===== config.mk =====
export PLATFORM = sky130hd
export DESIGN_NAME = pc_sequencer
export DESIGN_NICKNAME = d
export VERILOG_FILES = /design/src/rtl/pc_sequencer.sv
export SDC_FILE = /design/constraint.sdc
export NUM_CORES = 1
export LEC_CHECK = 0
export BUFFER_PORTS_ARGS = -buffer_cell sky130_fd_sc_hd__clkbuf_2
export CAP_MARGIN = 20
export CORE_MARGIN = 2
export CORE_UTILIZATION = 52
export DETAILED_ROUTE_END_ITERATION = 8
export PLACE_DENSITY = 0.8
export SLEW_MARGIN = 0
export SYNTH_ARGS = -nofsm -noshare
export SYNTH_HDL_FRONTEND = slang
export SYNTH_SLANG_ARGS = --single-unit

===== constraint.sdc =====
create_clock -name clk_i -period 2.5 [get_ports clk_i]
set_clock_uncertainty 0.1 [all_clocks]
set_input_delay 0.125 -clock clk_i [delete_from_list [all_inputs] [get_ports clk_i]]
set_output_delay 0.125 -clock clk_i [all_outputs]
set_load 0.01 [all_outputs]

===== src/rtl/pc_sequencer.sv =====
// Run-control / PC-steering sequencer with a hardware return-address stack.
// Latency: strobes are combinational from state + decoded op; state/stack update 1 edge later.
// Backpressure: none; one decoded instruction is accepted per cycle while running.
//
// Ports:
//   clk_i, rst_n_i        clock, synchronous active-low reset
//   go_i                  start/restart request (level)
//   rp_i                  current PC from program_counter
//   op_*_i, flag_zero_i   decoded instruction class and branch condition
//   pc_start_o            hold PC at start_address (IDLE/DONE/FAULT)
//   pc_branch_o, pc_jump2sub_o, pc_retFsub_o, pc_lj0_o..pc_lj3_o
//                         one-hot PC update strobes (at most one per cycle)
//   rl_o                  return link, top of the return-address stack
//   running_o, done_o, fault_o   state decode
//   err_ovf_o, err_unf_o  sticky stack overflow / underflow
//   sp_o                  stack occupancy 0..DEPTH
//   run_cycles_o          saturating count of cycles spent running
module pc_sequencer #(
  parameter int DEPTH = 8,
  parameter int CW    = 16
) (
  input  logic                     clk_i,
  input  logic                     rst_n_i,
  input  logic                     go_i,
  input  logic [9:0]               rp_i,
  input  logic                     op_bz_i,
  input  logic                     op_bnz_i,
  input  logic                     flag_zero_i,
  input  logic                     op_call_i,
  input  logic                     op_ret_i,
  input  logic                     op_halt_i,
  input  logic                     op_lj_i,
  input  logic [1:0]               op_lj_sel_i,
  output logic                     pc_start_o,
  output logic                     pc_branch_o,
  output logic                     pc_jump2sub_o,
  output logic                     pc_retFsub_o,
  output logic                     pc_lj0_o,
  output logic                     pc_lj1_o,
  output logic                     pc_lj2_o,
  output logic                     pc_lj3_o,
  output logic [9:0]               rl_o,
  output logic                     running_o,
  output logic                     done_o,
  output logic                     fault_o,
  output logic                     err_ovf_o,
  output logic                     err_unf_o,
  output logic [$clog2(DEPTH):0]   sp_o,
  output logic [CW-1:0]            run_cycles_o
);

  localparam int AW = $clog2(DEPTH);
  localparam logic [AW:0]   SP_FULL = (AW+1)'(DEPTH);
  localparam logic [CW-1:0] CNT_MAX = {CW{1'b1}};

  typedef enum logic [1:0] {
    ST_IDLE  = 2'd0,
    ST_RUN   = 2'd1,
    ST_DONE  = 2'd2,
    ST_FAULT = 2'd3
  } state_e;

  state_e          state_q, state_d;
  logic [AW:0]     sp_q, sp_d;
  logic            err_ovf_q, err_ovf_d;
  logic            err_unf_q, err_unf_d;
  logic [CW-1:0]   cyc_q, cyc_d;
  logic [9:0]      stack_q [DEPTH];

  logic            push;
  logic            br_taken;
  logic            stk_full;
  logic            stk_empty;
  logic [3:0]      lj_vec;
  logic [AW-1:0]   top_idx;

  assign br_taken  = (op_bz_i & flag_zero_i) | (op_bnz_i & ~flag_zero_i);
  assign stk_full  = (sp_q == SP_FULL);
  assign stk_empty = (sp_q == '0);

  // Low bits minus one wrap correctly even when sp == DEPTH (low bits 0 -> DEPTH-1).
  assign top_idx   = sp_q[AW-1:0] - 1'b1;

  always_comb begin
    state_d       = state_q;
    sp_d          = sp_q;
    err_ovf_d     = err_ovf_q;
    err_unf_d     = err_unf_q;
    cyc_d         = cyc_q;
    push          = 1'b0;
    pc_start_o    = 1'b0;
    pc_branch_o   = 1'b0;
    pc_jump2sub_o = 1'b0;
    pc_retFsub_o  = 1'b0;
    lj_vec        = 4'b0000;

    case (state_q)
      ST_IDLE: begin
        pc_start_o = 1'b1;
        if (go_i) state_d = ST_RUN;
      end

      ST_RUN: begin
        if (cyc_q != CNT_MAX) cyc_d = cyc_q + 1'b1;
        // Strict priority chain: halt > taken branch > call > return > long jump.
        // A not-taken branch falls through to the lower-priority checks.
        if (op_halt_i) begin
          state_d = ST_DONE;
        end else if (br_taken) begin
          pc_branch_o = 1'b1;
        end else if (op_call_i) begin
          if (stk_full) begin
            err_ovf_d = 1'b1;
            state_d   = ST_FAULT;
          end else begin
            pc_jump2sub_o = 1'b1;
            push          = 1'b1;
            sp_d          = sp_q + 1'b1;
          end
        end else if (op_ret_i) begin
          if (stk_empty) begin
            err_unf_d = 1'b1;
            state_d   = ST_FAULT;
          end else begin
            pc_retFsub_o = 1'b1;
            sp_d         = sp_q - 1'b1;
          end
        end else if (op_lj_i) begin
          lj_vec[op_lj_sel_i] = 1'b1;
        end
      end

      ST_DONE, ST_FAULT: begin
        pc_start_o = 1'b1;
        // Restart wipes stack occupancy, sticky errors and the cycle count together.
        if (go_i) begin
          state_d   = ST_RUN;
          sp_d      = '0;
          err_ovf_d = 1'b0;
          err_unf_d = 1'b0;
          cyc_d     = '0;
        end
      end

      default: begin
        state_d = ST_IDLE;
      end
    endcase
  end

  always_ff @(posedge clk_i) begin
    if (!rst_n_i) begin
      state_q   <= ST_IDLE;
      sp_q      <= '0;
      err_ovf_q <= 1'b0;
      err_unf_q <= 1'b0;
      cyc_q     <= '0;
    end else begin
      state_q   <= state_d;
      sp_q      <= sp_d;
      err_ovf_q <= err_ovf_d;
      err_unf_q <= err_unf_d;
      cyc_q     <= cyc_d;
    end
  end

  // Stack storage is never cleared; only sp is. The write is still gated by
  // reset so a call coinciding with reset leaves no trace.
  always_ff @(posedge clk_i) begin
    if (rst_n_i && push) begin
      stack_q[sp_q[AW-1:0]] <= rp_i + 10'd1;
    end
  end

  assign rl_o         = stk_empty ? 10'h000 : stack_q[top_idx];
  assign pc_lj0_o     = lj_vec[0];
  assign pc_lj1_o     = lj_vec[1];
  assign pc_lj2_o     = lj_vec[2];
  assign pc_lj3_o     = lj_vec[3];
  assign running_o    = (state_q == ST_RUN);
  assign done_o       = (state_q == ST_DONE);
  assign fault_o      = (state_q == ST_FAULT);
  assign err_ovf_o    = err_ovf_q;
  assign err_unf_o    = err_unf_q;
  assign sp_o         = sp_q;
  assign run_cycles_o = cyc_q;

endmodule


==> summary.md <==
| Metric | Value |
|---|---|
| WL final | `9.97 mm` |
| VDD IR max | `0.300 mV` |
| Netlist cell types | `50` |
| Final Max Tran Viols | `0` |
| Die Footprint | `9910 um2` |
| Syn Nets | `388` |
| Max_cap viols | `0` |
| FP Rows | `34` |
| Reg-to-reg setup timing slack | `230 ps` |
| PortBufs | `64` |
| Layout net count | `465` |
| Synth Area per Inst | `13.2 um2` |
| Crit-path cells | `inv_1 > ha_1 > buf_6 > mux4_2 > nand2_1 > a21oi_1 > clkbuf_2` |
| Iteration-0 DRC Markers | `195` |
| Tmin final | `2350 ps` |
| Top cells by area, synth | `edfxtp_1 51%, dfxtp_1 10%, mux4_2 9.5%` |
| Layout cells sized above 1 | `30.4%` |
| Die Height | `99.5 um` |
| CTS tree | `built` |
| Final routed DRC violation total | `0` |
| Cts bufs inserted | `9` |
| Overall power consumption | `3150 uW` |
| CP Class | `reg -> out` |
| Endpoints failing setup | `0` |
| FF-to-FF path depth | `7` |
| Worst reg2reg startpoint | `run_cycles_o[0]$_SDFFE_PN0P_` |
| Post-CTS Setup Repair Bufs | `0` |
| CTS Buffer Depth | `2` |
| WHS Path Cells | `2` |
| 1st-pass router iterations | `4` |
| Met1 Use GR | `slightly below 30%` |
| Most Crowded Layer GR | `met2` |
| Max Freq | `425 MHz` |
| EDFF count, synth | `80` |
| Reg-to-Reg End | `run_cycles_o[5]$_SDFFE_PN0P_` |
| Largest area contributor in the synthesized netlist | `edfxtp_1` |
| Tcrit/Tclk final | `between 90% and 100%` |
| Root Buffer | `clkbuf_8` |
| Total GRT Usage | `a little over a fifth` |
| Top cell type's share of synthesized area | `50.6%` |
| Slowest-stage cell, CP | `dfxtp_1` |
| Initial antenna violation count | `0` |
| Crit path max fanout | `20` |
| Clock sink count | `104` |
| Vias | `3232` |
| Met2 Use GR | `33.7%` |
| Placed insts | `529` |
| Worst hold start | `rp_i[9]` |
| Worst Path Arrival | `2130 ps` |
| Clk_lat worst skew | `between 300 and 400 ps` |
| Status | `finished clean` |
| Fraction of registers with async set/reset | `0%` |
| Area delta synth->final | `16.7%` |
| Synthesis-stage register bit count | `104` |
| GP Congestion | `0.838` |
| Core Util, Final | `a little over three fifths` |
| YS warnings | `0` |
| Final hold violations | `0` |
| Least-Margin Pin Slew | `between 700 and 800 ps` |
| # IOs | `65` |
| Vias per inst | `just under 6` |
| Worst Setup Start Kind | `flop` |
| Cell Count, Final, Fillers Out | `549` |
| Mapped Area | `4750 um2` |
| Top FF cell, synth | `edfxtp_1` |
| CTS clock-pin slew for the worst setup and hold paths | `approximately 100 ps` |
| Critical path endpoint category | `output port` |
| Initial core utilization | `approximately 54%` |
| Static Leak | `0.00194 uW` |
| Core Area | `8810 um2` |
| GR Overflow Total | `0` |
| # diodes | `0` |
| First-pass GRT wire length | `15.9 mm` |
| Syn Inst Count | `roughly 360` |
| Avg WL per Cell | `between 15 and 20 um` |
| Power Density | `569 nW/um2` |
| H-tree depth | `3` |
| Met3 global-route usage | `3.44%` |
| Register area share after synthesis | `60.7%` |
| Largest net degree at the start of global routing | `26` |
| Hold endpoint | `stack_q[3][9]$_DFFE_PP_` |
| Slew margin rel. | `52.6%` |
| Die Wd | `99.5 um` |
| Worst path required time | `2280 ps` |
| Delay of the slowest cell on the worst path | `approximately 350 ps` |
| ANT nets after route | `0` |
| Vias in the first global route | `3111` |
| Tightest Hold Check Type | `in -> reg` |
| Final HPWL DP | `6.57 mm` |
-- routing by layer --
| metal | part of all wire, % | routed length, um |
|---|---|---|
| met5 | 0 | 0 |
| met4 | 1.6 | 160 |
| met3 | 5.3 | 528 |
| met2 | 51 | 5040 |
| met1 | 43 | 4250 |
-- synth_stat cells (all sizes together) (4+ instances only) --
cell    instances
nand3b          4
a31oi           6
nand2b          5
nand3          11
clkbuf         10
and4            5
nor2           20
mux4           20
inv             8
xor2            5
nand2          39
nor3            9
nor3b           4
or4             4
xnor2           7
and2            4
a21oi          27
edfxtp         80
buf             7
mux2i           4
nand4          10
o21ai          10
ha              6
dfxtp          24
-- how the worst max path moves through the flow --
stage	endpoint	from	depth (start not counted)
2_1_floorplan	stack_q[0][0]$_DFFE_PP_	sp_o[0]$_SDFFE_PN0P_	8
3_3_place_gp	run_cycles_o[4]$_SDFFE_PN0P_	run_cycles_o[0]$_SDFFE_PN0P_	7
3_5_place_dp	run_cycles_o[5]$_SDFFE_PN0P_	run_cycles_o[0]$_SDFFE_PN0P_	7
4_1_cts	rl_o[9]	sp_o[0]$_SDFFE_PN0P_	7
5_1_grt	run_cycles_o[5]$_SDFFE_PN0P_	run_cycles_o[0]$_SDFFE_PN0P_	7
6_report	rl_o[9]	sp_o[0]$_SDFFE_PN0P_	7
-- kinds of logic after synthesis --
| group | Yosys count | share of synthesized area (%) |
|---|---|---|
| AND/OR/NAND/NOR | 126 | 14.0 |
| flip-flops | 104 | 60.7 |
| AO/OA/AOI/OAI | 58 | 7.49 |
| multiplexers | 27 | 11.0 |
| buffers and inverters | 25 | 2.50 |
| XOR/XNOR | 12 | 2.21 |
| adder cells (fa/ha/maj) | 7 | 2.00 |
-- cells in the final DEF (no fill, tap or decap), types with 3 or more instances in the layout --
master         count
dfxtp_1           24
inv_8              3
nand2b_1           5
xor2_1             5
a21o_1             3
nand3_1            8
o21ai_0            9
inv_6              3
mux4_2            20
xnor2_1            7
mux2_2             3
or4_1              4
inv_1              7
nand4_1           10
nor2_4             4
clkbuf_2          64
nor3b_1            4
nor3_1             7
nor2_2             3
a31oi_1            6
buf_4             14
nand3b_1           4
edfxtp_1          80
and2_1             4
mux2i_1            4
ha_1               6
nand2_1           39
and4_1             5
a21oi_1           27
dlygate4sd3_1      4
nor2_1            13
clkbuf_8           9
-- power breakdown --
| group | switching, uW | internal (uW) |
|---|---|---|
| registers | 7.59 | 1870 |
| logic | 168 | 103 |
| clock network | 607 | 392 |
| total | 783 | 2370 |
-- cell type report --
cell class / count / area, um2
well taps: 108 / 135
repair buffers: 83 / 477
flip-flops and latches: 104 / 2880
inverters: 8 / 32.5
fillers: 650 / 3270
multi-input cells: 230 / 1820
clock inverters: 7 / 65.1
clock buffers: 9 / 124
-- state kept, by name, indices dropped and copies added, names as in the netlist --
| register | flops |
|---|---|
| state_q | 2 |
| stack_q | 80 |
| sp_o | 4 |
| run_cycles_o | 16 |
| err_unf_o | 1 |
| err_ovf_o | 1 |
-- through the flow --
| stage | area (um2) | setup slack [ps] | hold slack, ps | setup TNS, ps |
|---|---|---|---|---|
| 6_report | 5540 | 149 | 96.4 | 0 |
| 5_1_grt | 5540 | -11.7 | 120 | -11.7 |
| 4_1_cts | 5530 | 116 | 90.9 | 0 |
| 3_5_place_dp | 5300 | 158 | 280 | 0 |
| 3_3_place_gp | 5300 | 274 | 274 | 0 |
| 2_1_floorplan | 4820 | 12.2 | 116 | 0 |
-- critical path, delay by kind of cell (launching register included) --
kind	cells	cell delay (ps)
buf+inv	3	530
flops	1	350
fa+ha+maj	1	330
compound gates	1	250
mux	1	230
simple gates	1	60
-- timing repair --
action | in CTS | in global routing
hold endpoints to repair | 3 | 0
gates resized for setup | 0 | 2
endpoints found under the setup margin | 0 | 11
hold buffers | 4 | 0
Note: power is estimated with default switching activity, not from simulation.
